[config.mk]
export PLATFORM = sky130hd
export DESIGN_NAME = add_seq_ctrl
export DESIGN_NICKNAME = d
export VERILOG_FILES = /design/src/rtl/add_seq_ctrl_pkg.sv /design/src/rtl/add_ripple.sv /design/src/rtl/add_seq_ctrl.sv
export SDC_FILE = /design/constraint.sdc
export NUM_CORES = 1
export LEC_CHECK = 0
export CORE_MARGIN = 4
export CORE_UTILIZATION = 40
export CTS_CLUSTER_SIZE = 28
export DETAILED_ROUTE_END_ITERATION = 8
export PLACE_DENSITY_LB_ADDON = 0.05
export SYNTH_ARGS = -nofsm -noshare
export SYNTH_HDL_FRONTEND = slang
export SYNTH_SLANG_ARGS = --single-unit
[constraint.sdc]
create_clock -name clk -period 3.1 [get_ports clk]
set_input_delay 0.31 -clock clk [delete_from_list [all_inputs] [get_ports clk]]
set_output_delay 0.31 -clock clk [all_outputs]
set_load 0.005 [all_outputs]
[src/rtl/add_seq_ctrl_pkg.sv]
// Shared types and constants for the multi-cycle slice-serial adder sequencer.
// Holds the FSM state encoding, ALU op codes and a width helper.
package add_seq_ctrl_pkg;

    typedef enum logic [1:0] {
        StIdle = 2'd0,
        StRun  = 2'd1,
        StDone = 2'd2
    } state_e;

    localparam logic OpAdd = 1'b0;
    localparam logic OpSub = 1'b1;

    // Counter width that stays legal when only one slice exists.
    function automatic int unsigned idx_width(input int unsigned n);
        return (n > 1) ? $clog2(n) : 1;
    endfunction

endpackage

[src/rtl/add_ripple.sv]
// Narrow ripple-carry adder slice; the sequencer reuses one instance for
// every slice of a wide operation.
module add_ripple #(
    parameter int unsigned W = 3
) (
    output logic [W-1:0] sum,
    output logic         c_out,
    input  logic [W-1:0] a,
    input  logic [W-1:0] b,
    input  logic         c_in
);

    logic carry;

    always_comb begin
        sum   = '0;
        carry = c_in;
        for (int unsigned i = 0; i < W; i++) begin
            sum[i] = a[i] ^ b[i] ^ carry;
            carry  = (a[i] & b[i]) | (carry & (a[i] ^ b[i]));
        end
        c_out = carry;
    end

endmodule

[src/rtl/add_seq_ctrl.sv]
// Wide add/subtract built from one add_ripple slice, processed LSB slice first
// over NUM_SLICES cycles with the carry held in a register between slices.
module add_seq_ctrl
    import add_seq_ctrl_pkg::*;
#(
    parameter int unsigned SLICE_W    = 3,
    parameter int unsigned NUM_SLICES = 4
) (
    input  logic                            clk,
    input  logic                            rst,
    input  logic                            start,
    input  logic                            op_sub,
    input  logic [SLICE_W*NUM_SLICES-1:0]   a,
    input  logic [SLICE_W*NUM_SLICES-1:0]   b,
    output logic                            ready,
    output logic                            done,
    output logic [SLICE_W*NUM_SLICES-1:0]   result,
    output logic                            c_out,
    output logic                            ovf
);

    localparam int unsigned OP_W  = SLICE_W * NUM_SLICES;
    localparam int unsigned IDX_W = idx_width(NUM_SLICES);

    state_e             state_q, state_d;
    logic [IDX_W-1:0]   idx_q;
    logic               carry_q;
    logic [OP_W-1:0]    a_q, b_q, result_q;
    logic               c_out_q, ovf_q;

    logic [SLICE_W-1:0] slice_a, slice_b, slice_sum;
    logic               slice_c;
    logic               last_slice;
    logic               accept;

    assign last_slice = (idx_q == IDX_W'(NUM_SLICES - 1));
    assign accept     = start && ready;

    // Operand slice mux; b_q already holds ~b for subtraction.
    always_comb begin
        slice_a = '0;
        slice_b = '0;
        for (int unsigned i = 0; i < NUM_SLICES; i++) begin
            if (idx_q == IDX_W'(i)) begin
                slice_a = a_q[i*SLICE_W +: SLICE_W];
                slice_b = b_q[i*SLICE_W +: SLICE_W];
            end
        end
    end

    add_ripple #(
        .W (SLICE_W)
    ) u_add_ripple (
        .sum   (slice_sum),
        .c_out (slice_c),
        .a     (slice_a),
        .b     (slice_b),
        .c_in  (carry_q)
    );

    always_ff @(posedge clk) begin
        if (rst) begin
            state_q <= StIdle;
        end else begin
            state_q <= state_d;
        end
    end

    always_comb begin
        state_d = state_q;
        unique case (state_q)
            StIdle:  if (start) state_d = StRun;
            StRun:   if (last_slice) state_d = StDone;
            StDone:  state_d = start ? StRun : StIdle;
            default: state_d = StIdle;
        endcase
    end

    always_comb begin
        ready = (state_q == StIdle) || (state_q == StDone);
        done  = (state_q == StDone);
    end

    always_ff @(posedge clk) begin
        if (rst) begin
            idx_q    <= '0;
            carry_q  <= 1'b0;
            a_q      <= '0;
            b_q      <= '0;
            result_q <= '0;
            c_out_q  <= 1'b0;
            ovf_q    <= 1'b0;
        end else if (accept) begin
            idx_q    <= '0;
            carry_q  <= (op_sub == OpSub);
            a_q      <= a;
            b_q      <= (op_sub == OpSub) ? ~b : b;
            result_q <= '0;
            c_out_q  <= 1'b0;
            ovf_q    <= 1'b0;
        end else if (state_q == StRun) begin
            for (int unsigned i = 0; i < NUM_SLICES; i++) begin
                if (idx_q == IDX_W'(i)) begin
                    result_q[i*SLICE_W +: SLICE_W] <= slice_sum;
                end
            end
            carry_q <= slice_c;
            idx_q   <= last_slice ? '0 : idx_q + 1'b1;
            if (last_slice) begin
                c_out_q <= slice_c;
                ovf_q   <= (a_q[OP_W-1] == b_q[OP_W-1]) &&
                           (slice_sum[SLICE_W-1] != a_q[OP_W-1]);
            end
        end
    end

    assign result = result_q;
    assign c_out  = c_out_q;
    assign ovf    = ovf_q;

endmodule
==> metrics.txt, run 1 <==
CTS Buf Count=5; top cells by area, synth=dfxtp_1 (43%), a211oi_1 (6.8%), nand2_1 (5.5%); crit path max fanout=5; pwr/cell area=466 nW/um2; I/O pin count=44; Detailed Route Iter0 Violations=56; crit path cell chain=inv_1 -> ha_1 -> nor2b_4 -> a221oi_1 -> o31ai_1 -> fa_1 -> inv_1 -> fa_1 -> fa_1 -> o31a_1 -> a211oi_2; commonest non-fill, non-tap cell in the layout=clkdlybuf4s50_1; average size of a mapped cell=8.90 um2; RSZ-0062 raised after global routing=no; placed inst area=~2500 um2; Die Y-Extent=78.5 um; area grow syn2layout=29.5%; diodes inserted=0; dpl hpwl=around 3100 um; Top delay family on crit path=adder cells; number of global-route vias before repair=1533; ys flop type=dfxtp_1; status=complete, no violations; fin util=54.1%; max-cap violation count=0; Worst Hold Class=flop to flop; root buffer cell=clkbuf_8; switching part of the total=~26%; final net count=a little under 300; internal power=between 800 and 900 uW; routability-driven placement congestion ratio=between 0.7 and 0.8; Setup-failing EPs final=0; IO buf count=43; Setup crit start kind=flop; DRT antenna net count=0; first-pass GRT wire length=between 7000 and 8000 um; post-synth top area share=between 40% and 50%; DR WL/cell=12.9 um; grt total ovfl=0; most frequent cells in the layout=clkdlybuf4s50_1 (43), dfxtp_1 (42), nand2_1 (29); combinational power share=between 15 and 20%; Total GRT Usage=15.3%; CTS HTree Levels=2; fmax=0.340 GHz; CP endpoint kind=flop; classification of the worst setup path=flop to flop; initial core utilization=41.8%; die area=6160 um2; Total Power=1200 uW; antenna violations before repair=0; core area=around 4800 um2; Max stage delay on crit path=between 0.4 and 0.5 ns; Crit path arrival time=3.16 ns; Clock Path Buffers=2; WP buf/inv=2; top cell type by total area after synthesis=dfxtp_1; Clock Power Share=around a third; Initial DRT Pass Iterations=4; Post-Syn Area=between 1500 and 2000 um2; Psw=306 uW; Reg power frac=approximately 50%; Multi-input gate area=between 1000 and 1500 um2; post-synthesis register bit count=between 40 and 50; Storage cell area=roughly 860 um2; residual DRC count=0; post-synthesis cell count=approximately 220; Crit-path slowest cell=fa_1; final hold vios=0; Worst-Skew Late Latency=0.29 ns; Crit path top cell by count=fa_1; worst slew pin tran=roughly 0.72 ns; clk_skew=between 0.005 and 0.006 ns; EDFF count, synth=0; synth unique cells=32; YS warnings=0; setup tns final=0 ns; Fillers=around 500; design area=2570 um2; clock sink total=43; Worst-path clk slew=~0.08 ns; Worst slew margin=51.6%; Worst EP required=around 3.3 ns; Row Count=25; Tmin final=roughly 2.9 ns; sequential-to-total area share from yosys stat=a little over two fifths; Net Count, Synth=approximately 260; Die Wd=between 70 and 80 um; Static Leakage=0.000914 uW; clock tree from TritonCTS=done; Final Max Slew Viols=0; Post-CTS Setup Inserts=0; largest net degree at the start of global routing=34; Final period util=94.8%; vias after detailed routing=between 1.5k and 2k; layout cells sized above 1=under 10%; Peak VDD IR=~240 uV; number of vias per cell=4.82; ys async rst share=0%; routed wire length=around 4200 um
[power by group through the flow]
| stage | registers [uW] | logic (uW) | clock network [uW] |
|---|---|---|---|
| 2_1_floorplan | 610 | 135 | 0 |
| 3_3_place_gp | 617 | 207 | 0 |
| 3_5_place_dp | 617 | 208 | 0 |
| 4_1_cts | 603 | 209 | 397 |
| 5_1_grt | 607 | 235 | 423 |
| 6_report | 603 | 209 | 387 |
[synth_stat cells, types with 2 or more instances]
master / count
a22oi_1: 4
fa_1: 3
buf_2: 5
buf_4: 2
buf_6: 2
xor2_1: 2
clkbuf_1: 9
mux2i_1: 4
a21oi_1: 18
a221oi_1: 2
xnor2_1: 10
a221o_1: 4
nor2b_1: 8
o31ai_1: 2
nand2_1: 29
and3b_1: 4
a211oi_2: 4
nand2b_1: 2
nor2_1: 27
ha_1: 4
dfxtp_1: 43
a211oi_1: 18
inv_1: 8
[worst register-to-register path, stage by stage (launching register included)]
cell	delay (ns)
dfxtp_2	0.35
inv_1	0.08
ha_1	0.19
nor2b_4	0.20
a221oi_1	0.11
o31ai_1	0.33
fa_1	0.24
inv_1	0.05
fa_1	0.37
fa_1	0.49
o31a_1	0.27
a211oi_2	0.20
[worst paths after layout]
kind	slack, ns	from	cells after the start	endpoint
worst min-delay path	0.46	a_q[7]	2	a_q[7]
worst max-delay path	0.16	idx_q[0]	11	ovf
worst max register to register	0.16	idx_q[0]	11	ovf
worst min register to register	0.46	a_q[7]	2	a_q[7]
[per-stage QoR]
step	hold slack (ns)	worst slack, ns	instances
floorplan	0.436	0.00401	223
global route	0.474	0.0298	329
global placement	0.448	0.0853	321
detailed placement	0.449	0.000197	321
finish	0.456	0.162	329
CTS	0.460	0.0993	329
[cells by family (layout without fill, tap and decap cells)]
logic type / Yosys count / after routing / share of synthesized area [%]
flip-flops: 43 / 43 / 43.4
AND/OR/NAND/NOR: 74 / 74 / 16.8
AO/OA/AOI/OAI: 55 / 55 / 20.2
multiplexers: 4 / 4 / 2.02
XOR/XNOR: 12 / 12 / 5.29
adder cells (fa/ha/maj): 7 / 7 / 5.55
buffers and inverters: 28 / 67 / 6.80
[flip-flops by register name (all words and copies together) (netlist names)]
name	flops
result	12
b_q	12
a_q	12
ovf	1
carry_q	1
c_out	1
idx_q	2
state_q	2
[routing by layer]
layer  track usage (%)  part of all wire [%]  up-vias
li1                  -                     -      834
met1              19.6                    48      707
met2              25.1                    46       39
met3              4.01                   4.9        6
met4              4.72                   1.4        0
met5                 0                     0        -
[area by class of cell]
class,instances,share of cell area [%]
sequential,43,33.5
multi-input combinational,152,39.1
inverter,8,1.17
timing repair buffer,51,19.1
tap,67,3.26
clock buffer,8,3.89
[what timing repair did]
item	4_1_cts	5_1_grt
hold buffers	0	0
endpoints found under the setup margin	1	5
gates resized for setup	1	3
gates cloned	0	0
Note: power is estimated with default switching activity, not from simulation.
==> inputs of run 2 (changes only) <==
CORE_UTILIZATION = 45   (was 40)
==> run 2 against run 1 <==
Against the previous run: critical path depth is the same; register-to-register slack gained 0.03 ns; routed wire length shrank 4.3%; count of clock-buffer cells in the layout shrank 2; setup slack gained 0.030 ns; clock skew shrank 0.0026 ns; non-clock buffer count shrank 1; power grew 4.9%; cell area shrank 0.15%; largest power group unchanged.
==> metrics.txt, run 2 (synthesized netlist as in run 1, its figures left out) <==
status=complete, no violations; diodes inserted=0; number of vias per cell=about 5.1; vias after detailed routing=roughly 1.6k; IO buf count=43; dpl hpwl=between 3000 and 4000 um; Tmin final=2.91 ns; R2R Path Start=idx_q[1]; routed wire length=just over 4000 um; initial core utilization=a little under half; worst slew pin tran=~0.72 ns; final hold vios=0; CP endpoint kind=flop; Multi-input gate area=1010 um2; Final period util=93.8%; Crit path arrival time=roughly 3.1 ns; Hold Path Origin=a_q[8]; setup ws final=0.192 ns; switching part of the total=24.4%; Crit path top cell by count=fa_1; crit path cell chain=inv_1 -> ha_1 -> buf_4 -> a221oi_1 -> o31ai_1 -> fa_1 -> inv_1 -> fa_1 -> fa_1 -> o31a_1 -> a211oi_2; Crit-path slowest cell=fa_1; Worst-path clk slew=0.08 ns; Max stage delay on crit path=around 0.46 ns; Total GRT Usage=approximately 16%; DR WL/cell=roughly 13 um; Setup crit start kind=flop; antenna violations before repair=0; area grow syn2layout=29.3%; max-cap violation count=0; Worst Hold Class=flop to flop; root buffer cell=clkbuf_8; Initial DRT Pass Iterations=4; CTS HTree Levels=2; Worst-Skew Late Latency=between 0.2 and 0.3 ns; Worst slew margin=between 50% and 60%; fin util=62.0%; most frequent cells in the layout=dfxtp_1 (43), clkdlybuf4s50_1 (43), nand2_1 (29); hold endpoint=a_q[8]; fmax=0.344 GHz; die area=around 5500 um2; largest net degree at the start of global routing=22; dpl ws=~0.12 ns; Hold Slack=0.458 ns; routability-driven placement congestion ratio=a little over 0.8; setup tns final=0 ns; hold buffers post-CTS=0; clock tree from TritonCTS=done; number of global-route vias before repair=1499; pwr/cell area=490 nW/um2; Reg power frac=a little under half; Die Y-Extent=74.4 um; Setup-failing EPs final=0; classification of the worst setup path=flop to flop; DRT antenna net count=0; core area=approximately 4100 um2; layout cells sized above 1=roughly a tenth; first-pass GRT wire length=6930 um; GR met2 Demand/Resource=~25%; final net count=around 300; Storage cell area=approximately 860 um2; Resized Gates After CTS=0; Fillers=390; clock sink total=between 40 and 50; crit path max fanout=7; Clock Path Buffers=2; r2r setup slk=0.19 ns; combinational power share=roughly 17%; Detailed Route Iter0 Violations=between 40 and 50; RSZ-0062 raised after global routing=no; Top Usage Layer GRT=met2; Clock Power Share=approximately 35%; grt total ovfl=0; internal power=951 uW; Final Max Slew Viols=0; CTS Buf Count=5; r2r endpoint=ovf; I/O pin count=44; clk_skew=0.00261 ns; GR met3 Demand/Resource=about 5.0%; met1 Use GR=a little over a fifth; Psw=a little over 300 uW; R2R depth=11; Worst EP required=3.31 ns; Peak VDD IR=~210 uV; Static Leakage=0.000920 uW; Die Wd=about 74 um; WHS Path Cells=2; Row Count=23; residual DRC count=0; Post-CTS Setup Inserts=0
==> run 2: worst max path at each step <==
stage / from / to / slack [ns] / depth (start not counted)
floorplan: idx_q[1] / ovf / 0.004 / 12
global placement: idx_q[1] / ovf / 0.21 / 11
detailed placement: idx_q[1] / ovf / 0.12 / 11
CTS: idx_q[1] / ovf / 0.08 / 11
global route: idx_q[1] / ovf / 0.009 / 11
finish: idx_q[1] / ovf / 0.19 / 11
==> run 2: final cells by class <==
| cell class | instances | area share, % |
|---|---|---|
| Clock buffer | 6 | 3.22 |
| Tap cell | 50 | 2.44 |
| Multi-Input combinational cell | 152 | 39.5 |
| Clock inverter | 2 | 1.36 |
| Sequential cell | 43 | 33.5 |
| Inverter | 8 | 1.17 |
| Timing Repair Buffer | 50 | 18.8 |
==> run 2: through the flow <==
step	total power, uW	cells	area [um2]
after floorplan	745	223	1990
after global placement	823	303	2430
after detailed placement	825	303	2430
after CTS	1270	311	2550
after global routing	1320	311	2570
final	1260	311	2570
==> run 2: metal layers <==
| layer | up-vias | part of all wire [%] |
|---|---|---|
| met5 | - | 0 |
| met1 | 700 | 48 |
| met3 | 6 | 5.2 |
| li1 | 836 | - |
| met4 | 0 | 1.4 |
| met2 | 39 | 45 |
==> run 2: power by group through the flow <==
stage / clock [uW] / sequential, uW / combinational, uW
2_1_floorplan: 0 / 610 / 135
5_1_grt: 476 / 607 / 235
3_3_place_gp: 0 / 617 / 206
4_1_cts: 456 / 604 / 208
3_5_place_dp: 0 / 617 / 209
6_report: 445 / 604 / 208
==> run 2: worst max-delay path: cells and delay by family, from the launching register on <==
family,cells,cell delay [ns]
compound gates,4,0.89
fa+ha+maj,4,1.23
flops,1,0.38
buf+inv,3,0.33
